===== src/rtl/ps2_host_tx.sv =====
// ps2_host_tx: host-to-device PS/2 command transmitter (inhibit, start, d0..d7, odd parity, stop, ACK).
// The optional watchdog is compiled in when PS2_HOST_TX_TIMEOUT_EN is defined.
module ps2_host_tx #(
  parameter int INHIBIT_CYCLES = 2500,
  parameter int TIMEOUT_CYCLES = 375000
) (
  input  logic       clk,
  input  logic       reset_n,
  input  logic       tx_valid,
  input  logic [7:0] tx_data,
  output logic       tx_ready,
  output logic       tx_done,
  output logic       tx_error,
  output logic       busy,
  input  logic       ps2_clk_in,
  input  logic       ps2_data_in,
  output logic       ps2_clk_oe,
  output logic       ps2_data_oe,
  output logic [2:0] state_dbg
);

  // Handshake: a request transfers on a rising clk edge where tx_valid and tx_ready are
  // both 1; tx_data is sampled only then, and tx_valid while not ready is dropped.

  typedef enum logic [2:0] {
    S_IDLE      = 3'd0,
    S_INHIBIT   = 3'd1,
    S_START     = 3'd2,
    S_BITS      = 3'd3,
    S_ACK       = 3'd4,
    S_WAIT_IDLE = 3'd5,
    S_DONE      = 3'd6
  } state_t;

  localparam int INH_W = $clog2(INHIBIT_CYCLES + 1);
  localparam logic [INH_W-1:0] INH_LAST = INH_W'(INHIBIT_CYCLES - 1);
  localparam logic [INH_W-1:0] INH_MAX  = INH_W'(INHIBIT_CYCLES);

  state_t state_q, state_d;

  logic [7:0]       shift_q, shift_d;
  logic             parity_q, parity_d;
  logic [3:0]       n_q, n_d;
  logic [INH_W-1:0] inh_cnt_q, inh_cnt_d;
  logic             err_q, err_d;
  logic             clk_oe_q, clk_oe_d;
  logic             data_oe_q, data_oe_d;
  logic             done_q, done_d;
  logic             error_q, error_d;

  logic clk_s1, clk_s2, clk_prev;
  logic data_s1, data_s2;
  logic clk_fall;
  logic timeout;

  // Lines idle high, so the synchronizers reset to 1 to avoid a false edge after reset.
  always_ff @(posedge clk or negedge reset_n) begin
    if (!reset_n) begin
      clk_s1   <= 1'b1;
      clk_s2   <= 1'b1;
      clk_prev <= 1'b1;
      data_s1  <= 1'b1;
      data_s2  <= 1'b1;
    end else begin
      clk_s1   <= ps2_clk_in;
      clk_s2   <= clk_s1;
      clk_prev <= clk_s2;
      data_s1  <= ps2_data_in;
      data_s2  <= data_s1;
    end
  end

  assign clk_fall = clk_prev & ~clk_s2;

`ifdef PS2_HOST_TX_TIMEOUT_EN
  localparam int WD_W = $clog2(TIMEOUT_CYCLES + 1);
  localparam logic [WD_W-1:0] WD_LAST = WD_W'(TIMEOUT_CYCLES - 1);
  localparam logic [WD_W-1:0] WD_MAX  = WD_W'(TIMEOUT_CYCLES);

  logic [WD_W-1:0] wd_cnt_q;
  logic            watch;

  assign watch   = (state_q == S_BITS) || (state_q == S_ACK) || (state_q == S_WAIT_IDLE);
  // Fires in the cycle the count reaches the limit, so tx_done lands exactly
  // TIMEOUT_CYCLES cycles after the clock line is released.
  assign timeout = watch && (wd_cnt_q == WD_LAST);

  always_ff @(posedge clk or negedge reset_n) begin
    if (!reset_n) begin
      wd_cnt_q <= '0;
    end else if ((state_q == S_IDLE) && tx_valid) begin
      wd_cnt_q <= '0;
    end else if (watch && (wd_cnt_q != WD_MAX)) begin
      wd_cnt_q <= wd_cnt_q + WD_W'(1);
    end
  end
`else
  logic unused_timeout_cfg;
  assign unused_timeout_cfg = (TIMEOUT_CYCLES > 0);
  assign timeout = 1'b0;
`endif

  always_comb begin
    state_d   = state_q;
    shift_d   = shift_q;
    parity_d  = parity_q;
    n_d       = n_q;
    inh_cnt_d = inh_cnt_q;
    err_d     = err_q;
    data_oe_d = data_oe_q;
    done_d    = 1'b0;
    error_d   = 1'b0;

    if (timeout) begin
      data_oe_d = 1'b0;
      done_d    = 1'b1;
      error_d   = 1'b1;
      state_d   = S_DONE;
    end else begin
      case (state_q)
        S_IDLE: begin
          data_oe_d = 1'b0;
          if (tx_valid) begin
            shift_d   = tx_data;
            parity_d  = ~^tx_data;
            n_d       = 4'd0;
            inh_cnt_d = '0;
            err_d     = 1'b0;
            state_d   = S_INHIBIT;
          end
        end
        S_INHIBIT: begin
          if (inh_cnt_q != INH_MAX) inh_cnt_d = inh_cnt_q + INH_W'(1);
          if (inh_cnt_q >= INH_LAST) begin
            data_oe_d = 1'b1;
            state_d   = S_START;
          end
        end
        S_START: begin
          state_d = S_BITS;
        end
        S_BITS: begin
          // n_q is the number of falls seen so far: 0..7 data, 8 parity, 9 stop.
          if (clk_fall) begin
            n_d = n_q + 4'd1;
            if (n_q < 4'd8) begin
              data_oe_d = ~shift_q[0];
              shift_d   = {1'b0, shift_q[7:1]};
            end else if (n_q == 4'd8) begin
              data_oe_d = ~parity_q;
            end else begin
              data_oe_d = 1'b0;
              state_d   = S_ACK;
            end
          end
        end
        S_ACK: begin
          if (clk_fall) begin
            err_d   = data_s2;
            state_d = S_WAIT_IDLE;
          end
        end
        S_WAIT_IDLE: begin
          if (clk_s2 && data_s2) begin
            done_d  = 1'b1;
            error_d = err_q;
            state_d = S_DONE;
          end
        end
        S_DONE: begin
          state_d = S_IDLE;
        end
        default: begin
          data_oe_d = 1'b0;
          state_d   = S_IDLE;
        end
      endcase
    end

    clk_oe_d = (state_d == S_INHIBIT) || (state_d == S_START);
  end

  always_ff @(posedge clk or negedge reset_n) begin
    if (!reset_n) begin
      state_q   <= S_IDLE;
      shift_q   <= 8'd0;
      parity_q  <= 1'b0;
      n_q       <= 4'd0;
      inh_cnt_q <= '0;
      err_q     <= 1'b0;
      clk_oe_q  <= 1'b0;
      data_oe_q <= 1'b0;
      done_q    <= 1'b0;
      error_q   <= 1'b0;
    end else begin
      state_q   <= state_d;
      shift_q   <= shift_d;
      parity_q  <= parity_d;
      n_q       <= n_d;
      inh_cnt_q <= inh_cnt_d;
      err_q     <= err_d;
      clk_oe_q  <= clk_oe_d;
      data_oe_q <= data_oe_d;
      done_q    <= done_d;
      error_q   <= error_d;
    end
  end

  assign tx_ready    = (state_q == S_IDLE);
  assign busy        = ~tx_ready;
  assign tx_done     = done_q;
  assign tx_error    = error_q;
  assign ps2_clk_oe  = clk_oe_q;
  assign ps2_data_oe = data_oe_q;
  assign state_dbg   = state_q;

endmodule

===== config.mk =====
export PLATFORM = sky130hd
export DESIGN_NAME = ps2_host_tx
export DESIGN_NICKNAME = d
export VERILOG_FILES = /design/src/rtl/ps2_host_tx.sv
export SDC_FILE = /design/constraint.sdc
export NUM_CORES = 1
export LEC_CHECK = 0
export BUFFER_PORTS_ARGS = -buffer_cell sky130_fd_sc_hd__buf_2
export CAP_MARGIN = 20
export CORE_ASPECT_RATIO = 1.25
export CORE_UTILIZATION = 30
export CTS_BUF_LIST = sky130_fd_sc_hd__clkbuf_8 sky130_fd_sc_hd__clkbuf_16
export DETAILED_ROUTE_END_ITERATION = 8
export GPL_ROUTABILITY_DRIVEN = 0
export RECOVER_POWER = 100
export REMOVE_ABC_BUFFERS = 1
export SYNTH_ARGS = -nofsm -noshare
export SYNTH_HDL_FRONTEND = slang
export SYNTH_SLANG_ARGS = --single-unit
export TNS_END_PERCENT = 1

===== constraint.sdc =====
create_clock -name clk -period 2.4 [get_ports clk]
set_input_delay 0 -clock clk [delete_from_list [all_inputs] [get_ports clk]]
set_output_delay 0 -clock clk [all_outputs]
set_load 0.005 [all_outputs]

==> results.toml <==
[route]
vias_per_cell = 4.67
wl_um = 3720
wl_met1_um = 1770
vias = 1423
highest_layer = "met4"
dr.pass1.iters = 4
drtAntennaViolNets = 0
detail_route.wl_per_cell_um = 12.2
wl_met3_um = 122
drtIter0Drc = 71
dr_wl_met2_um = 1790
route.detailed.drc = 0

[power]
ir_drop_mv = 0.211
pwr_density_cell_nw_per_um2 = 521
total_leakage_power_nw = 0.989
p_total_mw = 1.16

[clock_network]
cts_tree = "built"
postCtsResizedCells = 0
ctsHoldBuffers = 4
insertion_delay_ps = 280
clk_pin_slew_ps = 70
clockBufferDepth = 2
clock_sinks = 38
h-tree-depth = 2
cts_buffers = 5
cts_setup_buffers = 0
cts-root-buf = "clkbuf_8"

[yosys]
yosysWarnings = 0
synth.cell_area_um2 = 1930
seq_area_frac_synth_pct = 49.5
synth_cells = 193
synth_edf_count = 0
synthFlopType = "dfrtp_1"
yosysUniqueCellTypes = 42
async_flop_share_pct = 100
ys_seq_elements = 38
syn_avg_cell_area_um2 = 10.0

[sta]
fin_hold_ws_ps = 43.6
tns_ps = 0
maxSlewHeadroom_pct = 38.2
final-setup-viol-count = 0
grt_setup_unrepaired = "false"
fin_crit_sh_pct = 82.4
worst_slew_pin_slew_ps = 926
skew_ps = 4.25
clock.fmax_mhz = 506
hold_violations = 0
final.min_clock_period_ps = 1980
drv_slew = 0

[run]
drv_cap = 0

[die]
core-area_um2 = 6210
dieArea_um2 = 6770
pin_count = 22
die_w_um = 73.8
initial_core_util_pct = 31.1
die_h_um = 91.7
row_count = 32

[final_layout]
nets = 236
mostFrequentLayoutCell = "dfrtp_1"
instances_no_fill = 305
final_cell_mix = "33 x dfrtp_1, 27 x nor2_1, 15 x nand2_1"
areaGrowthSynthToFinish_pct = 14.9
antenna_cells = 0
stdcell_area_um2 = 2220
drive_gt1_share_pct = 15.9

[setup_path]
crit_path_end_kind = "register"
crit_required_ps = 2600
cp-start-kind = "register"
path_max_fanout = 14
critPathKind = "reg -> reg"
cp.arrival_ps = 2180

[grt]
grt_pass1_vias = 1388
antenna_found_initial = 0
grt_max_degree = 39
grt.total_usage_pct = 12.5
globalRouteOverflowTotal = 0
grt_pass1_wl_um = 6480

[placed_design]
io_buffers = 21
place_hpwl_um = 2650
placed_area_um2 = 2100
dp_cells = 293

[run_status]
status = "completed"

[hold_path]
hp-class = "in -> reg"
## layer usage
layer / track usage [%] / vias to the layer above
li1: - / 716
met1: 15.9 / 677
met2: 20.2 / 26
met3: 3.41 / 4
met4: 4.33 / 0
met5: 0 / -
## final timing paths
check,startpoint,end,slack (ps),cells after the start
max,state_dbg[0],shift_q[7],420,4
min in group asynchronous,reset_n,inh_cnt_q[5],390,2
min reg2reg,data_s1,data_s2,360,0
min,tx_data[5],shift_q[5],40,3
max in group asynchronous,reset_n,err_q,1430,2
max reg2reg,state_dbg[0],shift_q[7],420,4
## worst max-delay path: stages, from the launching register on
cell	delay, ps
dfrtp_1	530
nor3_1	420
and2_0	690
nand3_1	150
o21ai_0	100
## area by class of cell
class / instances / area (µm²)
Clock buffer: 6 / 82.6
Sequential cell: 38 / 957
Tap cell: 85 / 106
Timing Repair Buffer: 26 / 145
Inverter: 7 / 26.3
Multi-Input combinational cell: 141 / 893
Clock inverter: 2 / 8.76
Fill cell: 646 / 3990
## power by group
group,switching [mW],leakage [nW],internal (mW)
sequential,0.00212,0.467,0.647
clock,0.218,0.0524,0.228
combinational,0.0331,0.470,0.0276
## metrics by stage
step	util, %	setup WS, ps
2_1_floorplan	-	398
6_report	35.8	423
5_1_grt	35.8	153
3_3_place_gp	33.9	593
3_5_place_dp	33.9	528
4_1_cts	36.0	520
## kinds of logic after synthesis
| group | Yosys count | share of synthesized area (%) |
|---|---|---|
| simple gates | 80 | 21.5 |
| flops | 38 | 49.5 |
| compound gates | 32 | 10.7 |
| xor+xnor | 17 | 7.71 |
| buf+inv | 14 | 3.82 |
| mux | 8 | 4.15 |
| fa+ha+maj | 4 | 2.59 |
## Yosys cell counts, drive strengths merged, types with 2 or more instances
| cell type | count | area share (%) |
|---|---|---|
| xnor2 | 9 | 4.1 |
| inv | 7 | 1.4 |
| and2 | 2 | 0.65 |
| and3 | 2 | 0.65 |
| o21ai | 9 | 2.5 |
| dfrtp | 33 | 43 |
| nand2 | 15 | 2.9 |
| dfstp | 5 | 6.8 |
| nand2b | 4 | 1.3 |
| xor2 | 8 | 3.6 |
| clkbuf | 2 | 0.39 |
| nor3b | 2 | 0.78 |
| ha | 4 | 2.6 |
| o31ai | 3 | 1.2 |
| nor3 | 7 | 2.1 |
| nand3 | 7 | 1.8 |
| mux2i | 8 | 4.1 |
| nand4 | 5 | 1.6 |
| nor2 | 29 | 6.0 |
| a21oi | 12 | 3.5 |
| buf | 5 | 2.1 |
## flip-flops by register name, indices dropped and copies added (netlist names)
name         cells
clk_prev         1
clk_s1           1
clk_s2           1
data_s1          1
data_s2          1
err_q            1
inh_cnt_q       12
n_q              4
parity_q         1
ps2_clk_oe       1
ps2_data_oe      1
shift_q          8
state_dbg        3
tx_done          1
tx_error         1
Note: power is estimated with default switching activity, not from simulation.
